## config.mk

```make
export PLATFORM = sky130hd
export DESIGN_NAME = serial_add_sched_flat
export DESIGN_NICKNAME = d
export VERILOG_FILES = /design/src/rtl/serial_add_pkg.sv /design/src/rtl/serial_add_sched_if.sv /design/src/rtl/add_slice.sv /design/src/rtl/serial_add_sched.sv /design/src/flat_wrapper.sv
export SDC_FILE = /design/constraint.sdc
export NUM_CORES = 1
export LEC_CHECK = 0
export BUFFER_PORTS_ARGS = -buffer_cell sky130_fd_sc_hd__buf_4
export CAP_MARGIN = 20
export CORE_UTILIZATION = 44
export CTS_CLUSTER_DIAMETER = 200
export DETAILED_ROUTE_END_ITERATION = 12
export PLACE_DENSITY = 0.76
export SLEW_MARGIN = 20
export SYNTH_ARGS = -nofsm -noshare
export SYNTH_HDL_FRONTEND = slang
export SYNTH_SLANG_ARGS = --single-unit
```

## constraint.sdc

```tcl
create_clock -name clk -period 3.45 [get_ports clk]
set_input_delay 0.345 -clock clk [delete_from_list [all_inputs] [get_ports clk]]
set_output_delay 0.345 -clock clk [all_outputs]
set_load 0.1 [all_outputs]
```

## src/rtl/serial_add_pkg.sv

```systemverilog
// Shared types and width helpers for the serial multi-precision adder scheduler.
package serial_add_pkg;

  typedef enum logic [1:0] {
    IDLE = 2'd0,
    RUN  = 2'd1,
    HOLD = 2'd2
  } state_t;

  // Requester index width; a single requester still needs one bit.
  function automatic int idw(input int n);
    return (n <= 1) ? 1 : $clog2(n);
  endfunction

  function automatic int beat_w(input int beats);
    return (beats <= 1) ? 1 : $clog2(beats);
  endfunction

endpackage

```

## src/rtl/serial_add_sched_if.sv

```systemverilog
// Requester and result handshake bundle for serial_add_sched.
interface serial_add_sched_if
  import serial_add_pkg::*;
#(
  parameter int SIZE  = 4,
  parameter int BEATS = 4,
  parameter int NREQ  = 3
);
  localparam int W   = SIZE * BEATS;
  localparam int IDW = idw(NREQ);

  logic [NREQ-1:0]   req_valid;
  logic [NREQ-1:0]   req_ready;
  logic [NREQ*W-1:0] req_a;
  logic [NREQ*W-1:0] req_b;
  logic [NREQ-1:0]   req_ci;
  logic              rsp_valid;
  logic              rsp_ready;
  logic [W-1:0]      rsp_sum;
  logic              rsp_co;
  logic [IDW-1:0]    rsp_id;

  modport master (
    output req_valid, req_a, req_b, req_ci, rsp_ready,
    input  req_ready, rsp_valid, rsp_sum, rsp_co, rsp_id
  );

  modport slave (
    input  req_valid, req_a, req_b, req_ci, rsp_ready,
    output req_ready, rsp_valid, rsp_sum, rsp_co, rsp_id
  );
endinterface

```

## src/rtl/add_slice.sv

```systemverilog
// Combinational SIZE-bit ripple-carry adder built from per-bit gates.
module add_slice #(
  parameter int SIZE = 4
) (
  input  logic [SIZE-1:0] a,
  input  logic [SIZE-1:0] b,
  input  logic            ci,
  output logic [SIZE-1:0] sum,
  output logic            co
);

  // Each bit keeps its own carry net so the chain is not one self-referencing vector.
  for (genvar i = 0; i < SIZE; i++) begin : g_bit
    logic cin;
    logic p;
    logic cout;
    if (i == 0) begin : g_first
      assign cin = ci;
    end else begin : g_next
      assign cin = g_bit[i-1].cout;
    end
    assign p      = a[i] ^ b[i];
    assign sum[i] = p ^ cin;
    assign cout   = (a[i] & b[i]) | (p & cin);
  end

  assign co = g_bit[SIZE-1].cout;

endmodule

```

## src/rtl/serial_add_sched.sv

```systemverilog
// Round-robin scheduler sharing one SIZE-bit adder slice across NREQ requesters;
// each W-bit add runs over BEATS cycles, carry chained through a register.
module serial_add_sched
  import serial_add_pkg::*;
#(
  parameter int SIZE  = 4,
  parameter int BEATS = 4,
  parameter int NREQ  = 3
) (
  input logic               clk,
  input logic               rst,
  serial_add_sched_if.slave bus
);

  localparam int W   = SIZE * BEATS;
  localparam int IDW = idw(NREQ);
  localparam int BW  = beat_w(BEATS);

  state_t          state_q, state_d;
  logic [W-1:0]    a_q, a_d, b_q, b_d, sum_q, sum_d;
  logic            carry_q, carry_d, co_q, co_d;
  logic [BW-1:0]   beat_q, beat_d;
  logic [IDW-1:0]  id_q, id_d, rr_q, rr_d;
  logic [IDW-1:0]  grant;
  logic            grant_found;
  logic [NREQ-1:0] ready_c;
  logic [SIZE-1:0] sl_a, sl_b, sl_s;
  logic            sl_co;

  // First pass covers rr_q..NREQ-1; second pass wraps to the low indices.
  always_comb begin
    grant_found = 1'b0;
    grant       = '0;
    for (int j = 0; j < NREQ; j++) begin
      if (!grant_found && bus.req_valid[j] && (j >= int'(rr_q))) begin
        grant_found = 1'b1;
        grant       = IDW'(j);
      end
    end
    for (int j = 0; j < NREQ; j++) begin
      if (!grant_found && bus.req_valid[j]) begin
        grant_found = 1'b1;
        grant       = IDW'(j);
      end
    end
  end

  always_comb begin
    sl_a = '0;
    sl_b = '0;
    for (int k = 0; k < BEATS; k++) begin
      if (beat_q == BW'(k)) begin
        sl_a = a_q[k*SIZE +: SIZE];
        sl_b = b_q[k*SIZE +: SIZE];
      end
    end
  end

  add_slice #(.SIZE(SIZE)) u_slice (
    .a   (sl_a),
    .b   (sl_b),
    .ci  (carry_q),
    .sum (sl_s),
    .co  (sl_co)
  );

  always_comb begin
    state_d = state_q;
    a_d     = a_q;
    b_d     = b_q;
    sum_d   = sum_q;
    carry_d = carry_q;
    co_d    = co_q;
    beat_d  = beat_q;
    id_d    = id_q;
    rr_d    = rr_q;
    ready_c = '0;
    case (state_q)
      IDLE: begin
        if (grant_found) begin
          ready_c = NREQ'(1) << grant;
          for (int j = 0; j < NREQ; j++) begin
            if (grant == IDW'(j)) begin
              a_d     = bus.req_a[j*W +: W];
              b_d     = bus.req_b[j*W +: W];
              carry_d = bus.req_ci[j];
            end
          end
          id_d    = grant;
          beat_d  = '0;
          sum_d   = '0;
          rr_d    = (grant == IDW'(NREQ-1)) ? '0 : grant + 1'b1;
          state_d = RUN;
        end
      end
      RUN: begin
        for (int k = 0; k < BEATS; k++) begin
          if (beat_q == BW'(k)) sum_d[k*SIZE +: SIZE] = sl_s;
        end
        carry_d = sl_co;
        beat_d  = beat_q + 1'b1;
        if (beat_q == BW'(BEATS-1)) begin
          co_d    = sl_co;
          beat_d  = '0;
          state_d = HOLD;
        end
      end
      HOLD: begin
        if (bus.rsp_ready) state_d = IDLE;
      end
      default: state_d = IDLE;
    endcase
  end

  always_ff @(posedge clk) begin
    if (rst) begin
      state_q <= IDLE;
      a_q     <= '0;
      b_q     <= '0;
      sum_q   <= '0;
      carry_q <= 1'b0;
      co_q    <= 1'b0;
      beat_q  <= '0;
      id_q    <= '0;
      rr_q    <= '0;
    end else begin
      state_q <= state_d;
      a_q     <= a_d;
      b_q     <= b_d;
      sum_q   <= sum_d;
      carry_q <= carry_d;
      co_q    <= co_d;
      beat_q  <= beat_d;
      id_q    <= id_d;
      rr_q    <= rr_d;
    end
  end

  assign bus.req_ready = ready_c;
  assign bus.rsp_valid = (state_q == HOLD);
  assign bus.rsp_sum   = sum_q;
  assign bus.rsp_co    = co_q;
  assign bus.rsp_id    = id_q;

endmodule

```

## src/flat_wrapper.sv

```systemverilog
// flat-port wrapper written by rule: the top's interface ports become plain ports
module serial_add_sched_flat import serial_add_pkg::*;
#(
  parameter int SIZE  = 4,
  parameter int BEATS = 4,
  parameter int NREQ  = 3
)
  (clk, rst, bus_req_valid, bus_req_a, bus_req_b, bus_req_ci, bus_rsp_ready, bus_req_ready, bus_rsp_valid, bus_rsp_sum, bus_rsp_co, bus_rsp_id);
  serial_add_sched_if #(.SIZE(SIZE), .BEATS(BEATS), .NREQ(NREQ)) bus_i ();
  input logic clk;
  input logic rst;
  input wire logic [$bits(bus_i.req_valid)-1:0] bus_req_valid;
  input wire logic [$bits(bus_i.req_a)-1:0] bus_req_a;
  input wire logic [$bits(bus_i.req_b)-1:0] bus_req_b;
  input wire logic [$bits(bus_i.req_ci)-1:0] bus_req_ci;
  input wire logic [$bits(bus_i.rsp_ready)-1:0] bus_rsp_ready;
  output wire logic [$bits(bus_i.req_ready)-1:0] bus_req_ready;
  output wire logic [$bits(bus_i.rsp_valid)-1:0] bus_rsp_valid;
  output wire logic [$bits(bus_i.rsp_sum)-1:0] bus_rsp_sum;
  output wire logic [$bits(bus_i.rsp_co)-1:0] bus_rsp_co;
  output wire logic [$bits(bus_i.rsp_id)-1:0] bus_rsp_id;
  assign bus_i.req_valid = bus_req_valid;
  assign bus_i.req_a = bus_req_a;
  assign bus_i.req_b = bus_req_b;
  assign bus_i.req_ci = bus_req_ci;
  assign bus_i.rsp_ready = bus_rsp_ready;
  assign bus_req_ready = bus_i.req_ready;
  assign bus_rsp_valid = bus_i.rsp_valid;
  assign bus_rsp_sum = bus_i.rsp_sum;
  assign bus_rsp_co = bus_i.rsp_co;
  assign bus_rsp_id = bus_i.rsp_id;
  serial_add_sched #(.SIZE(SIZE), .BEATS(BEATS), .NREQ(NREQ)) u_core (.clk(clk), .rst(rst), .bus(bus_i));
endmodule
```

Word level (Yosys, flattened, before mapping)
Index checks and enable logic that the tools add are counted.
{ "word_totals": {"word_cells": 126, "latchBits": 0, "n_memories": 0, "inputBits": 105, "ram_bits": 0, "romBits": 0, "reg_bits": 58} }
{ "classes": {"mul": 0, "n_bitwise": 20, "n_mux": 46, "n_reduce_logical": 28, "add_sub_neg": 2, "eq_ne": 14, "n_shift": 1, "n_div": 0, "n_lt_le_gt_ge": 3} }
{ "op_table": {"columns": ["op", "count"], "rows": [
  ["16-bit two-way mux", 7],
  ["4-bit two-way mux", 12],
  ["16-bit case mux with 2 select lines", 1],
  ["3-bit AND reduction", 7],
  ["2-bit two-way mux", 10],
  ["1-bit two-way mux", 11],
  ["2-bit by 1-bit inequality test with 1-bit output, second input constant", 5],
  ["1-bit bitwise AND", 8],
  ["2-bit == test, second input constant", 4],
  ["1-bit logical AND", 8],
  ["1-bit bitwise XOR", 8],
  ["2-bit by 1-bit == test with 1-bit output, second input constant", 3],
  ["2-bit zero test", 3],
  ["3-bit two-way mux", 2],
  ["2-bit case mux with 3 select lines", 1],
  ["2-bit AND reduction", 3],
  ["1-bit zero test", 5],
  ["2-bit by 1-bit adder with 2-bit output, second input constant", 2],
  ["1-bit by 2-bit greater-or-equal comparator with 1-bit output, first input constant", 2],
  ["4-bit by 1-bit inequality test with 1-bit output, second input constant", 1],
  ["1-bit bitwise OR", 4],
  ["2-bit case mux with 2 select lines", 1],
  ["3-bit nonzero test", 1],
  ["1-bit by 2-bit << shifter with 3-bit output, first input constant", 1],
  ["4 further kinds", 4]
]} }

Longest topological paths before layout
{ "depth": {"word_depth": 26, "depth_mapped": 15, "depth_no_buf": 14} }

Hierarchy
From an unflattened synthesis, not the netlist that was laid out.
{ "unflattened": {"hier_cells": 368, "hier_area_um2": 3076.7} }
{ "modules_own_cells": {"columns": ["mod", "instances", "seq_area_each_um2", "cells_each", "area_each_um2"], "rows": [
  ["serial_add_sched", 1, 1161.1, 354, 2959.1],
  ["add_slice", 1, 0.0, 14, 117.6]
]} }

Worst setup path after synthesis
No wires, ideal clock.
{ "synth_timing": {"path_kind": "reg-to-reg", "start": "register u_core.beat_q[0]", "end": "register u_core.sum_q[11], in the netlist u_core.bus.rsp_sum[11]", "stages_incl_launch_ff": 15, "n_path_buf": 2, "setup_slack_ps": 78, "synth_period_minus_slack_ps": 3372, "t_arrival_ps": 3244, "cell_sequence": "dfxtp_1 inv_1 ha_1 clkbuf_1 clkbuf_1 a21oi_1 nor2_1 a21oi_1 fa_1 fa_1 fa_1 fa_1 nor2_1 a31oi_1 nor2_1"} }
{ "synth_between": {"elab_chain_len": 15, "word_cells_on_any_way": 30} }
{ "synth_lines": {"columns": ["item", "line_no", "text"], "rows": [
  ["start: declaration", "serial_add_sched.sv:22", "logic [BW-1:0] beat_q, beat_d;"],
  ["start signal: assignment", "serial_add_sched.sv:133", "beat_q <= beat_d;"],
  ["2-bit zero test", "serial_add_sched.sv:52", "if (beat_q == BW'(k)) begin"],
  ["4-bit two-way mux (4 in series)", "serial_add_sched.sv:52", null],
  ["1-bit bitwise XOR", "add_slice.sv:22", "assign p = a[i] ^ b[i];"],
  ["1-bit bitwise AND", "add_slice.sv:24", "assign cout = (a[i] & b[i]) | (p & cin);"],
  ["1-bit bitwise OR", "add_slice.sv:24", null],
  ["1-bit bitwise AND", "add_slice.sv:24", null],
  ["1-bit bitwise OR", "add_slice.sv:24", null],
  ["1-bit bitwise AND", "add_slice.sv:24", null],
  ["1-bit bitwise OR", "add_slice.sv:24", null],
  ["1-bit bitwise XOR", "add_slice.sv:23", "assign sum[i] = p ^ cin;"],
  ["4-bit two-way mux", "serial_add_sched.sv:98", "if (beat_q == BW'(k)) sum_d[k*SIZE +: SIZE] = sl_s;"],
  ["16-bit case mux with 2 select lines", "serial_add_sched.sv:78", "case (state_q)"],
  ["end signal: assignment", "serial_add_sched.sv:130", "sum_q <= sum_d;"],
  ["end: declaration", "serial_add_sched.sv:20", "logic [W-1:0] a_q, a_d, b_q, b_d, sum_q, sum_d;"]
]} }
Parallel ways exist; a longest one is shown, timed or not. The select of a mux whose other input is x is not followed.
A chain may end at the register's enable or synchronous reset.

Final worst setup path
{ "layout_timing": {"start": "register u_core.beat_q[1]", "end": "register u_core.sum_q[3], in the netlist u_core.bus.rsp_sum[3]"} }
{ "layout_between": {"elab_chain_len": 15, "word_cells_on_any_way": 30} }
{ "layout_lines": {"columns": ["item", "line_no"], "rows": [
  ["2-bit zero test", "serial_add_sched.sv:52, serial_add_sched.sv:98"],
  ["4-bit two-way mux (4 in series)", "serial_add_sched.sv:52"],
  ["1-bit bitwise XOR", "add_slice.sv:22"],
  ["1-bit bitwise AND", "add_slice.sv:24"],
  ["1-bit bitwise OR", "add_slice.sv:24"],
  ["1-bit bitwise AND", "add_slice.sv:24"],
  ["1-bit bitwise OR", "add_slice.sv:24"],
  ["1-bit bitwise AND", "add_slice.sv:24"],
  ["1-bit bitwise OR", "add_slice.sv:24"],
  ["1-bit bitwise XOR", "add_slice.sv:23"],
  ["4-bit two-way mux", "serial_add_sched.sv:98"],
  ["16-bit case mux with 2 select lines", "serial_add_sched.sv:78"]
]} }
Parallel ways exist; a longest one is shown, timed or not. The select of a mux whose other input is x is not followed.

==> impl_results.md <==
* Yosys cell types at 34
* Post-Syn Area at 0.003311 mm^2
* Max-cap viol count at 0
* Setup Buffers After CTS at 0
* Area Overhead vs Synth at 37.87%
* DIE HEIGHT at 88.74 um
* PortBufs at between 100 and 150
* CTS root buffer: clkbuf_8
* Ratio of cells with drive above 1 in the final layout at 0.3816
* Die ar. at 0.007875 mm^2
* Register area share after synthesis at 0.3507
* DRT Pass-1 Iters at 4
* VDD IR max at roughly 180 uV
* Routability cong. at 0.8413
* Yosys reg bits at 58
* Pwr Total at 2016 uW
* Period Utilization, post-route at 0.9377
* Synthesized area per cell at around 8.6 um^2
* Ys Warns at 0
* Worst hold slack at approximately 290 ps
* IO Pins at 128
* CP Max Fanout at 5
* Crit Path Category: flop to flop
* Number of remaining DRC errors at 0
* Max-slew headroom at 0.3498
* Mapped Cells at about 390
* Vias per inst at 5.087
* DR WL/cell at 14.06 um
* PwrDens at 441.7 mW/mm^2
* Clock Tree Buf Depth at 2
* Grt ovf at 0
* FF-to-FF path depth at 14
* Starting Density at 0.4564
* HP Class: primary input to flop
* Clock Pin Slew Worst Setup and Hold Paths at about 70 ps
* Detailed Route WL at 8577 um
* GRT Util Overall at 0.2316
* Final Hold Viols at 0
* Worst setup EP type: flop
* Total Nets Final at approximately 620
* Actual slew at the worst max-slew pin at ~980 ps
* Worst r2r src: u_core.beat_q[1]$_SDFFE_PP0P_
* CP startpoint kind: flop
* WP data arrival at 3450 ps
* Number of diodes at 0
* Initial DRC count at 127
* Final setup violation count at 0
* Clk Latency, worst-skew pair at 340 ps
* H-tree depth at 3
* Req. time, crit path at 3670 ps
* Post-route antenna net violation count at 0
* Initial antenna violation count at 0
* Syn_nets at 498
* Num CTS Buffers at 9
* CP startpoint: u_core.beat_q[1]$_SDFFE_PP0P_
* Routed vias at 3103
* Final HPWL DP at 6381 um
* Setup Total Neg Slack at 0 ps
* P_leak at 0.002157 uW
* Dpl ws at 123.6 ps
* Final Slew Violations at 0
* Global-route wire length before repair at 13800 um
* CP Capture Point: u_core.bus.rsp_sum[3]$_SDFFE_PP0P_
* Setup Skew at 5.039 ps
* R2R Setup Slk at approximately 210 ps
* Vias in the first global route at 2966
* Reg2reg end: u_core.bus.rsp_sum[3]$_SDFFE_PP0P_
* Largest net degree at the start of global routing at 33
* Status: finished, final reports clean
* TritonCTS clock tree: yes
* # rows at 31
* Die Span X at 88.74 um
* Crit path time final at between 3000 and 4000 ps
* Final worst setup slack at between 200 and 250 ps
* Peak Freq at 0.3091 GHz
* Placeable Area at about 0.0073 mm^2
* CTS Sinks at 58
sequential cells by signal (all words and copies together) (netlist names):
name	count
u_core.a_q	16
u_core.carry_q	1
u_core.b_q	16
u_core.state_q	2
u_core.bus.rsp_id	2
u_core.bus.rsp_sum	16
u_core.rr_q	2
u_core.beat_q	2
u_core.bus.rsp_co	1
stage by stage:
| step | instance area (um^2) | utilization | instances |
|---|---|---|---|
| floorplan | 3311 | - | 385 |
| global placement | 4333 | 0.5974 | 594 |
| detailed placement | 4333 | 0.5974 | 594 |
| CTS | 4552 | 0.6276 | 610 |
| global route | 4564 | 0.6293 | 610 |
| finish | 4564 | 0.6293 | 610 |
timing repair:
action,in CTS,in global routing
hold buffers,0,0
endpoints found under the setup margin,0,5
resized for setup,0,6
routing by layer:
layer,part of all wire,GRT usage,vias up,routed length [um]
li1,-,-,1581,-
met1,0.42,0.2726,1415,3592
met2,0.51,0.4105,93,4403
met3,0.049,0.04571,14,419
met4,0.019,0.09677,0,161
met5,0,0,-,0
critical path: stages (launching register included):
cell	delay, ps
dfxtp_2	360
inv_1	70
ha_2	190
nand3b_1	150
a21oi_1	140
a21oi_1	50
nor2_1	80
a21oi_1	60
fa_1	440
fa_1	400
fa_2	350
fa_2	560
nor2_1	50
a31oi_1	160
nor2_1	50
cell usage after synthesis (all sizes together):
| master | instances | area (um^2) |
|---|---|---|
| and2 | 1 | 6.260 |
| nor3b | 1 | 12.51 |
| dfxtp | 58 | 1161 |
| nor2 | 49 | 183.9 |
| a21o | 1 | 7.510 |
| o31ai | 1 | 7.510 |
| a21oi | 34 | 170.2 |
| mux2i | 36 | 360.4 |
| clkbuf | 15 | 56.30 |
| nand3 | 1 | 5.000 |
| a22oi | 2 | 15.01 |
| a31oi | 12 | 75.07 |
| nand2 | 50 | 187.7 |
| o21ai | 4 | 20.02 |
| nand3b | 9 | 67.56 |
| nand2b | 3 | 18.77 |
| o2111a | 1 | 11.26 |
| buf | 11 | 73.82 |
| nor2b | 5 | 31.28 |
| inv | 39 | 146.4 |
| nand4 | 2 | 12.51 |
| nor3 | 3 | 25.02 |
| ha | 4 | 50.05 |
| a311oi | 1 | 8.760 |
| fa | 4 | 80.08 |
| or2b | 1 | 7.510 |
| or2 | 2 | 12.51 |
| or3 | 1 | 11.26 |
| o2111ai | 1 | 8.760 |
| o221ai | 33 | 476.7 |
power breakdown:
group	switching (uW)	leakage (uW)	internal, uW
combinational	321	0.00157	232
sequential	43.0	0.000477	731
clock	265	0.000109	424
cells in the final DEF (no fill, tap or decap), drive strengths merged, types with 5 or more instances in the layout:
cell type / n
nor2: 49
inv: 39
nor2b: 5
o221ai: 33
a21oi: 34
clkbuf: 11
mux2i: 36
dfxtp: 58
nand3b: 9
buf: 136
a31oi: 12
nand2: 50
cell type report:
type,count,area (um^2)
Fill cell,621,2689
Inverter,39,146.4
Clock inverter,5,77.57
Timing Repair Buffer,136,1021
Tap cell,99,123.9
Sequential cell,58,1164
Clock buffer,11,141.4
Multi-Input combinational cell,262,1891
worst min path at each step:
stage	from	endpoint	slack (ps)	cells after the start
floorplan	u_core.a_q[7]$_SDFFE_PP0P_	u_core.a_q[7]$_SDFFE_PP0P_	430	2
global placement	u_core.bus.rsp_id[0]$_SDFFE_PP0P_	u_core.bus.rsp_id[0]$_SDFFE_PP0P_	440	2
detailed placement	u_core.bus.rsp_id[0]$_SDFFE_PP0P_	u_core.bus.rsp_id[0]$_SDFFE_PP0P_	450	2
CTS	bus_req_b[28]	u_core.b_q[12]$_SDFFE_PP0P_	280	3
global route	bus_req_a[29]	u_core.a_q[13]$_SDFFE_PP0P_	280	3
finish	bus_req_b[23]	u_core.b_q[7]$_SDFFE_PP0P_	290	3
cell families after synthesis:
family	synth area share
compound gates	0.2419
simple gates	0.1757
buf+inv	0.08352
fa+ha+maj	0.03931
mux	0.1088
flops	0.3507
No activity file was read; power rests on OpenSTA's default activity.
